<file path="src/rtl/wb_arb_pkg.sv">
// rtl/wb_arb_pkg.sv - shared types and constants for the write-back arbiter
// Purpose : arbitration mode enum, default-width write-back entry, stats width.
// Ports   : none (package).
package wb_arb_pkg;

   // Default widths, mirroring the core's cpu_parameters values.
   localparam int CPU_XLEN    = 32;
   localparam int CPU_RD_W    = 5;
   localparam int STALL_CNT_W = 16;

   typedef enum logic {ARB_PRIO, ARB_RR} arb_mode_e;

   typedef struct packed {
      logic                exc;
      logic [CPU_RD_W-1:0] rd;
      logic [CPU_XLEN-1:0] data;
   } wb_entry_t;

endpackage

</file>
<file path="src/rtl/wb_fifo.sv">
// rtl/wb_fifo.sv - single-channel synchronous FIFO of write-back entries
// Purpose : buffers one execution unit's results ahead of the arbiter.
// Ports   : clk, rst (async, active-high), push/din, pop/dout (show-ahead),
//           flush (empties the FIFO), full, empty.
module wb_fifo
   import wb_arb_pkg::*;
#(
   parameter int  DEPTH   = 2,
   parameter type entry_t = wb_entry_t
) (
   input  logic   clk,
   input  logic   rst,
   input  logic   push,
   input  logic   pop,
   input  logic   flush,
   input  entry_t din,
   output entry_t dout,
   output logic   full,
   output logic   empty
);

   localparam int AW = $clog2(DEPTH);
   localparam int CW = AW + 1;

   entry_t        mem [DEPTH];
   logic [AW-1:0] wr_ptr;
   logic [AW-1:0] rd_ptr;
   logic [CW-1:0] count;
   logic          do_push;
   logic          do_pop;

   assign full    = (count == CW'(DEPTH));
   assign empty   = (count == '0);
   assign do_push = push && !full && !flush;
   assign do_pop  = pop && !empty && !flush;
   assign dout    = mem[rd_ptr];

   // DEPTH is a power of two, so the pointers wrap on their own.
   always_ff @(posedge clk or posedge rst) begin
      if (rst) begin
         wr_ptr <= '0;
         rd_ptr <= '0;
         count  <= '0;
      end else if (flush) begin
         wr_ptr <= '0;
         rd_ptr <= '0;
         count  <= '0;
      end else begin
         if (do_push) wr_ptr <= wr_ptr + 1'b1;
         if (do_pop)  rd_ptr <= rd_ptr + 1'b1;
         case ({do_push, do_pop})
            2'b10:   count <= count + 1'b1;
            2'b01:   count <= count - 1'b1;
            default: count <= count;
         endcase
      end
   end

   always_ff @(posedge clk) begin
      if (do_push) mem[wr_ptr] <= din;
   end

endmodule

</file>
<file path="src/rtl/wb_arbiter.sv">
// rtl/wb_arbiter.sv - N-channel write-back arbiter with per-channel FIFOs
// Purpose : buffers execute-unit results and issues one register-file write
//           (or exception pulse) per cycle, fixed-priority or round-robin.
// Ports   : clk, rst (async, active-high), mode (0 prio / 1 RR), flush,
//           ch_res/ch_rd/ch_res_v/ch_exc per channel in, ch_ok per channel out,
//           result/rd/result_v write port, exc_v/exc_ch exception pulse.
// Option  : WB_ARB_STATS_EN adds stall_cnt, a 16-bit saturating count per
//           channel of cycles spent valid against a full FIFO.
module wb_arbiter
   import wb_arb_pkg::*;
#(
   parameter  int XLEN  = 32,
   parameter  int N_CH  = 3,
   parameter  int DEPTH = 2,
   parameter  int RD_W  = 5,
   localparam int CH_W  = $clog2(N_CH)
) (
   input  logic                   clk,
   input  logic                   rst,
   input  logic                   mode,
   input  logic                   flush,
   input  logic [N_CH*XLEN-1:0]   ch_res,
   input  logic [N_CH*RD_W-1:0]   ch_rd,
   input  logic [N_CH-1:0]        ch_res_v,
   input  logic [N_CH-1:0]        ch_exc,
   output logic [N_CH-1:0]        ch_ok,
   output logic [XLEN-1:0]        result,
   output logic [RD_W-1:0]        rd,
   output logic                   result_v,
   output logic                   exc_v,
   output logic [CH_W-1:0]        exc_ch
`ifdef WB_ARB_STATS_EN
   ,
   output logic [N_CH*STALL_CNT_W-1:0] stall_cnt
`endif
);

   typedef struct packed {
      logic            exc;
      logic [RD_W-1:0] rd;
      logic [XLEN-1:0] data;
   } entry_t;

   entry_t          fifo_din  [N_CH];
   entry_t          fifo_dout [N_CH];
   entry_t          sel;
   logic [N_CH-1:0] full;
   logic [N_CH-1:0] empty;
   logic [N_CH-1:0] push;
   logic [N_CH-1:0] pop;
   logic [CH_W-1:0] ptr;
   logic [CH_W-1:0] grant_idx;
   logic [CH_W-1:0] rr_idx;
   logic            grant_v;
   arb_mode_e       cur_mode;

   assign cur_mode = mode ? ARB_RR : ARB_PRIO;
   assign ch_ok    = ~full;

   for (genvar i = 0; i < N_CH; i++) begin : g_ch
      assign fifo_din[i] = '{exc:  ch_exc[i],
                             rd:   ch_rd[i*RD_W +: RD_W],
                             data: ch_res[i*XLEN +: XLEN]};
      // Flush wins over a same-edge push.
      assign push[i] = ch_res_v[i] && !full[i] && !flush;
      assign pop[i]  = grant_v && (grant_idx == CH_W'(i)) && !flush;

      wb_fifo #(
         .DEPTH   (DEPTH),
         .entry_t (entry_t)
      ) u_fifo (
         .clk   (clk),
         .rst   (rst),
         .push  (push[i]),
         .pop   (pop[i]),
         .flush (flush),
         .din   (fifo_din[i]),
         .dout  (fifo_dout[i]),
         .full  (full[i]),
         .empty (empty[i])
      );
   end

   // Both searches run from the lowest-priority candidate to the highest so
   // the last hit is the winner.
   always_comb begin
      grant_v   = 1'b0;
      grant_idx = '0;
      rr_idx    = '0;
      if (cur_mode == ARB_PRIO) begin
         for (int i = N_CH - 1; i >= 0; i--) begin
            if (!empty[i]) begin
               grant_v   = 1'b1;
               grant_idx = CH_W'(i);
            end
         end
      end else begin
         for (int k = N_CH; k >= 1; k--) begin
            rr_idx = CH_W'((int'(ptr) + k) % N_CH);
            if (!empty[rr_idx]) begin
               grant_v   = 1'b1;
               grant_idx = rr_idx;
            end
         end
      end
   end

   assign sel = fifo_dout[grant_idx];

   // The RR pointer only follows round-robin grants; fixed-priority grants
   // leave it alone so switching back resumes where RR left off.
   always_ff @(posedge clk or posedge rst) begin
      if (rst) begin
         result   <= '0;
         rd       <= '0;
         result_v <= 1'b0;
         exc_v    <= 1'b0;
         exc_ch   <= '0;
         ptr      <= CH_W'(N_CH - 1);
      end else begin
         result_v <= 1'b0;
         exc_v    <= 1'b0;
         if (!flush && grant_v) begin
            if (cur_mode == ARB_RR) ptr <= grant_idx;
            if (sel.exc) begin
               exc_v  <= 1'b1;
               exc_ch <= grant_idx;
            end else if (sel.rd != '0) begin
               result_v <= 1'b1;
               result   <= sel.data;
               rd       <= sel.rd;
            end
         end
      end
   end

`ifdef WB_ARB_STATS_EN
   logic [STALL_CNT_W-1:0] stall_q [N_CH];

   for (genvar i = 0; i < N_CH; i++) begin : g_stall
      always_ff @(posedge clk or posedge rst) begin
         if (rst) begin
            stall_q[i] <= '0;
         end else if (ch_res_v[i] && full[i] && (stall_q[i] != '1)) begin
            stall_q[i] <= stall_q[i] + 1'b1;
         end
      end
      assign stall_cnt[i*STALL_CNT_W +: STALL_CNT_W] = stall_q[i];
   end
`endif

endmodule

</file>
<file path="config.mk">
export PLATFORM = sky130hd
export DESIGN_NAME = wb_arbiter
export DESIGN_NICKNAME = d
export VERILOG_FILES = /design/src/rtl/wb_arb_pkg.sv /design/src/rtl/wb_fifo.sv /design/src/rtl/wb_arbiter.sv
export SDC_FILE = /design/constraint.sdc
export NUM_CORES = 1
export LEC_CHECK = 0
export BUFFER_PORTS_ARGS = -buffer_cell sky130_fd_sc_hd__buf_2
export CORE_AREA = 5 5 190 237
export DETAILED_ROUTE_END_ITERATION = 6
export DIE_AREA = 0 0 195 242
export GPL_ROUTABILITY_DRIVEN = 0
export PLACE_DENSITY = 0.47
export SKIP_LAST_GASP = 1
export SLEW_MARGIN = 15
export SYNTH_ARGS = -nofsm -noshare
export SYNTH_HDL_FRONTEND = slang
export SYNTH_SLANG_ARGS = --single-unit
</file>
<file path="constraint.sdc">
create_clock -name clk -period 7.9 [get_ports clk]
set_input_delay 2.37 -clock clk [delete_from_list [all_inputs] [get_ports clk]]
set_output_delay 2.37 -clock clk [all_outputs]
set_load 0.05 [all_outputs]
</file>
# Yosys cells after proc, flatten, opt, wreduce, memory -nomap -nowiden
# Memories as Yosys holds them, arrays and structs flattened.
# Index checks and enable logic that the tools add are counted.
totals:
  register_bits: 55
  mem_bits_rw: 228
  mem_count: 3
classes:
  add_sub_neg: 15
  n_div: 3
  order_cmp: 4
  n_eq_ne: 11
  muxes: 53
  n_bitwise: 3
  reduce_logical: 49
memory_table:
  columns: ["name", "depth", "width", "read_ports", "rd_ports_with_merged_regs", "wr", "line", "text"]
  rows:
  - ["g_ch[0].u_fifo.mem", 2, 38, 1, 0, 1, "wb_fifo.sv:25", "entry_t mem [DEPTH];"]
  - ["g_ch[1].u_fifo.mem", 2, 38, 1, 0, 1, "wb_fifo.sv:25", null]
  - ["g_ch[2].u_fifo.mem", 2, 38, 1, 0, 1, "wb_fifo.sv:25", null]
ops:
  columns: ["operator", "count"]
  rows:
  - ["$mod A32 B3 Y32 const B", 3]
  - ["$bmux W38 S2", 1]
  - ["$mux W38", 2]
  - ["$mux W1", 34]
  - ["$logic_and A1 B1 Y1", 25]
  - ["$mux W2", 10]
  - ["$eq A2 B2 Y1 const B", 7]
  - ["$pmux W2 S2", 3]
  - ["$reduce_bool A2 Y1", 6]
  - ["$lt A2 B3 Y1 const B", 3]
  - ["$reduce_bool A3 Y1", 3]
  - ["$eq A2 B1 Y1 const B", 4]
  - ["$logic_not A2 Y1", 4]
  - ["$logic_not A1 Y1", 7]
  - ["$add A1 B1 Y1 const B", 6]
  - ["$add A2 B1 Y2 const B", 3]
  - ["$add A2 B2 Y3 const B", 2]
  - ["$bmux W1 S2", 3]
  - ["$sub A2 B1 Y2 const B", 3]
  - ["$reduce_bool A5 Y1", 1]
  - ["$reduce_and A2 Y1", 2]
  - ["$add A2 B1 Y3 const B", 1]
  - ["$ge A3 B3 Y1 const B", 1]
  - ["$not A2 Y3", 1]
  - ["3 further kinds", 3]

# Longest topological paths before layout
logic_depth:
  depth_word: 16
  depth_mapped: 13
  depth_no_buf: 10

# Hierarchy
# From an unflattened synthesis, not the netlist that was laid out.
unflattened:
  cells_unflattened: 772
  hier_area_um2: 12200.5
by_module_without_submodules:
  columns: ["mod", "n_inst", "cells_each", "area_each_um2", "seq_area_each_um2"]
  rows:
  - ["wb_fifo", 3, 145, 2969.1, 2382.3]
  - ["wb_arbiter", 1, 337, 3293.2, 1077.3]

# Worst setup path before layout
# No wires, ideal clock.
synth_timing:
  kind: "in2reg"
  from: "in flush"
  to: "mem g_ch[1].u_fifo.mem[1][0] in the netlist's numbering, enable pin"
  t_arrival_ns: 5.402
  required_ns: 7.411
  path_slack_ns: 2.009
  cell_stages: 2
  path_cell_list: "clkbuf_1 nor3b_1"
synth_between:
  elab_chain_cells: 6
synth_lines:
  columns: ["item", "line", "text"]
  rows:
  - ["from (decl)", "wb_arbiter.sv:21", "input logic flush,"]
  - ["$logic_not A1 Y1 (*)", "wb_fifo.sv:34, wb_arbiter.sv:65", null]
  - ["$logic_and A1 B1 Y1", "wb_arbiter.sv:65", "assign push[i] = ch_res_v[i] && !full[i] && !flush;"]
  - ["$logic_and A1 B1 Y1", "wb_fifo.sv:34", "assign do_push = push && !full && !flush;"]
  - ["$logic_and A1 B1 Y1 (*)", "wb_fifo.sv:34", null]
  - ["$mux W1 (*)", "wb_fifo.sv:60", "if (do_push) mem[wr_ptr] <= din;"]
  - ["$mux W1 (not written as such) (*)", "wb_fifo.sv:60", null]
  - ["to (decl)", "wb_fifo.sv:25", null]
# Every way passes the cells marked *; elsewhere a longest branch is shown, timed or not.

# Final worst setup path
layout_timing:
  from: "in mode"
  to: "reg result[14]"
layout_between:
  elab_chain_cells: 8
  elab_cells_between_ends: 11
  classes_between: "mux: 6; bitwise: 2; reduce/logical: 3"
layout_lines:
  columns: ["item", "line", "text"]
  rows:
  - ["from (decl)", "wb_arbiter.sv:20", "input logic mode,"]
  - ["$mux W1 (*)", "wb_arbiter.sv:57", "assign cur_mode = mode ? ARB_RR : ARB_PRIO;"]
  - ["$mux W2", "wb_arbiter.sv:90", "if (cur_mode == ARB_PRIO) begin"]
  - ["$not A2 Y3 (not written as such)", "wb_arbiter.sv:108", "assign sel = fifo_dout[grant_idx];"]
  - ["$bmux W38 S2", "wb_arbiter.sv:108", null]
  - ["$mux W38 (not written as such) (2 in a row)", "wb_arbiter.sv:108", null]
  - ["$reduce_bool A5 Y1 or $not A1 Y1 (tied branches)", null, null]
  - ["$reduce_and A3 Y1 (no source line)", null, null]
  - ["to (signal assigned)", "wb_arbiter.sv:130", "result <= sel.data;"]
  - ["to (decl)", "wb_arbiter.sv:27", "output logic [XLEN-1:0] result,"]
# Every way passes the cells marked *; elsewhere a longest branch is shown, timed or not. The select of a mux whose other input is x is not followed.
# A chain may end at the register's enable or synchronous reset.

==> flow_summary.yaml <==
routing:
  detailedRoute.firstPassIterationCount: 5
  first_iter_violations: 301
  final_antenna_net_count: 0
  route.final.wire_length_mm: 30.21
  drc: 0
  vias_per_cell: 4.490
  dr_total_vias: 6767
  routed_wire_length_per_instance_um: 20.04
critical_path:
  kind_of_critical_path: "in -> reg"
  crit_path_max_fanout: 45
  worst_setup_path_end_kind: "flip-flop"
  worst-endpoint-arrival_ns: 5.69
  critPathLaunchType: "primary input"
  worst_path_required_ns: 8.34
power_and_ir_drop:
  ir_drop_v: 0.0001911
  power-per-cell-area_nw_per_um2: 400.5
  p_leak_nw: 5.065
final_layout:
  post_route_cells_drive_above_1_share: 0.3319
  final.fill_count: 4311
  num-nets-final: 1043
  area.growth.synth_to_final_pct: 20.33
synth:
  top_area_cell_type_share_of_the_netlist_area: 0.5832
  yosysWarningCount: 0
  yosysUniqueCellTypes: 62
  post_synth.cell_area_avg_um2: 15.70
  asyncSetResetFlopFracSynth: 0.1943
  ys_ff_latch: 283
  synth_flop_cell: "sky130_fd_sc_hd__edfxtp_1"
  netlist_area_um2: 11740
  synthesized_net_count: 873
  postSynthCellCount: 748
  post_synth_main_area_contributors: "sky130_fd_sc_hd__edfxtp_1 58%, sky130_fd_sc_hd__dfrtp_1 12%, sky130_fd_sc_hd__mux2i_1 6.8%"
  synth_top_area_cell: "sky130_fd_sc_hd__edfxtp_1"
  synth_edf_count: 228
  synth.most_common_cell: "sky130_fd_sc_hd__edfxtp_1"
  sequential_element_share_of_the_synthesized_area: 0.7005
  synth.top_cells.by_count: "228 x sky130_fd_sc_hd__edfxtp_1, 80 x sky130_fd_sc_hd__mux2i_1, 54 x sky130_fd_sc_hd__dfrtp_1, 54 x sky130_fd_sc_hd__nor2_1, 42 x sky130_fd_sc_hd__mux2_2"
clock_tree:
  cts_buffer_depth: 3
  clock_pin_slew_of_the_registers_on_the_worst_case_setup_and_hold_paths_ns: 0.06
  cts_tree: "done"
  h-tree-depth: 1
  worst_skew_pair.late_latency_ns: 0.57
  cts_inserted_buffers: 29
  clock-root-buffer: "sky130_fd_sc_hd__clkbuf_16"
  cts_num_sinks: 283
  postCtsResizedCells: 0
  cts_hold_buf: 0
  post_cts_setup_buffers: 0
sta:
  final.min_clock_period_ns: 5.242
  finalSetupTns_ns: 0
  worst_pin_slew_ns: 0.9563
  final.hold.worst_slack_ns: 0.5095
  timing.clock.skew_ns: 0.01702
  drv_slew: 0
  timing.final.hold_violations: 0
  slew_headroom: 0.3600
  setup_violations: 0
  rsz_0062_raised_after_global_routing: "false"
  post-route-period-util: 0.6636
  timing.fmax_mhz: 190.8
placement:
  total_of_buffers_placed_on_input_and_output_ports: 164
  place.detailed.hpwl_mm: 20.11
global_routing:
  overflow: 0
  wire_length_of_the_first_global_routing_pass_mm: 44.77
  grt_max_degree: 56
  grt_pass1_vias: 7185
  antenna_violations_before_repair: 3
  groute.usage.overall: 0.1241
outcome:
  outcome: "complete, no violations"
worst_hold_path:
  hold_path.class: "reg -> reg"
floorplanning:
  fp.dieArea_um2: 47190
  die-height_um: 242
  boundaryPins: 165
  die_width_um: 195
  floorplan.initialDensity: 0.2746
  core_um2: 42750
  std_cell_rows: 85
run:
  timing.max_cap.violations: 0
state kept, by name (all words and copies together) (netlist names):
signal	flops
g_ch.u_fifo.mem	228
exc_ch	2
exc_v	1
g_ch.u_fifo.rd_ptr	3
rd	5
g_ch.u_fifo.count	6
result	32
result_v	1
ptr	2
g_ch.u_fifo.wr_ptr	3
routing by layer:
layer | GRT usage | part of all wire
met5 | 0 | 0.00043
met4 | 0.04458 | 0.032
met1 | 0.1527 | 0.42
met3 | 0.02059 | 0.038
met2 | 0.2194 | 0.51
where the power goes:
| part | internal [mW] | switching, mW | leakage (nW) |
|---|---|---|---|
| logic | 0.899 | 1.48 | 1.87 |
| clock network | 0.717 | 0.553 | 0.425 |
| registers | 1.85 | 0.160 | 2.77 |
| total | 3.46 | 2.19 | 5.06 |
critical path: stages:
cell	delay [ns]
sky130_fd_sc_hd__buf_2	0.17
sky130_fd_sc_hd__nor3_2	0.20
sky130_fd_sc_hd__a31oi_1	0.12
sky130_fd_sc_hd__o22a_1	0.28
sky130_fd_sc_hd__nor2_4	0.11
sky130_fd_sc_hd__buf_4	0.49
sky130_fd_sc_hd__a31oi_1	0.29
sky130_fd_sc_hd__a31oi_4	0.83
sky130_fd_sc_hd__buf_4	0.44
sky130_fd_sc_hd__mux2_4	0.33
placed cells by master (no fill, tap or decap), types with 3 or more instances in the layout:
cell type / instances
sky130_fd_sc_hd__dfrtp_2: 3
sky130_fd_sc_hd__xor2_1: 9
sky130_fd_sc_hd__a21oi_1: 41
sky130_fd_sc_hd__mux2_2: 42
sky130_fd_sc_hd__clkbuf_1: 11
sky130_fd_sc_hd__nor3_1: 5
sky130_fd_sc_hd__o21ai_0: 9
sky130_fd_sc_hd__o21a_1: 3
sky130_fd_sc_hd__or2_1: 3
sky130_fd_sc_hd__buf_4: 15
sky130_fd_sc_hd__nand2b_1: 5
sky130_fd_sc_hd__mux2_4: 28
sky130_fd_sc_hd__o221ai_1: 3
sky130_fd_sc_hd__a211oi_1: 7
sky130_fd_sc_hd__clkinv_1: 5
sky130_fd_sc_hd__nor2_1: 54
sky130_fd_sc_hd__o22ai_1: 35
sky130_fd_sc_hd__nand3_1: 3
sky130_fd_sc_hd__buf_2: 164
sky130_fd_sc_hd__edfxtp_1: 228
sky130_fd_sc_hd__nor3b_2: 3
sky130_fd_sc_hd__inv_1: 11
sky130_fd_sc_hd__mux2i_1: 80
sky130_fd_sc_hd__clkbuf_8: 4
sky130_fd_sc_hd__dfrtp_1: 51
sky130_fd_sc_hd__ha_1: 4
sky130_fd_sc_hd__nand2_1: 24
sky130_fd_sc_hd__clkbuf_16: 29
sky130_fd_sc_hd__a31oi_1: 3
sky130_fd_sc_hd__a211o_1: 3
sky130_fd_sc_hd__o31ai_1: 3
sky130_fd_sc_hd__nor3_2: 5
logic make-up after synthesis:
family          Yosys count  synth area share
flops                   283            0.7005
xor+xnor                 11          0.008207
fa+ha+maj                 4          0.004263
buf+inv                  52           0.02004
simple gates            118           0.04913
compound gates          130           0.07354
mux                     150            0.1443
stage by stage:
step / cells / worst slack (ns) / total power, mW / area [µm²] / utilization
after floorplan: 748 / 2.009 / 3.836 / 11740 / -
after global placement: 1452 / 2.099 / 4.443 / 13230 / 0.3095
after detailed placement: 1452 / 2.038 / 4.466 / 13240 / 0.3097
after CTS: 1505 / 2.671 / 5.762 / 14120 / 0.3303
after global routing: 1506 / 2.453 / 6.009 / 14120 / 0.3304
final: 1507 / 2.658 / 5.657 / 14130 / 0.3304
area by class of cell:
| type | count | area, µm² | area share |
|---|---|---|---|
| clock buffers | 44 | 822.0 | 0.05819 |
| flip-flops and latches | 283 | 8228 | 0.5824 |
| repair buffers | 179 | 933.4 | 0.06607 |
| well taps | 565 | 706.9 | 0.05004 |
| clock inverters | 9 | 60.06 | 0.004251 |
| multi-input cells | 413 | 3327 | 0.2355 |
| inverters | 12 | 45.04 | 0.003188 |
| diodes | 2 | 5.005 | 0.0003543 |
path summary, 6_finish.rpt:
check | from | to | cells past startpoint | slack (ns)
setup / recovery | mode | result[14]$_DFFE_PP0P_ | 10 | 2.66
hold reg to reg | exc_ch[0]$_DFFE_PP0P_ | exc_ch[0]$_DFFE_PP0P_ | 1 | 0.51
setup reg to reg | ptr[1]$_DFFE_PP1P_ | result[14]$_DFFE_PP0P_ | 10 | 3.04
hold / removal | exc_ch[0]$_DFFE_PP0P_ | exc_ch[0]$_DFFE_PP0P_ | 1 | 0.51
max in group asynchronous | rst | g_ch[2].u_fifo.rd_ptr$_DFFE_PP0P_ | 3 | 5.28
min in group asynchronous | rst | g_ch[0].u_fifo.rd_ptr$_DFFE_PP0P_ | 3 | 2.04
(Power assumes the default switching activity.)
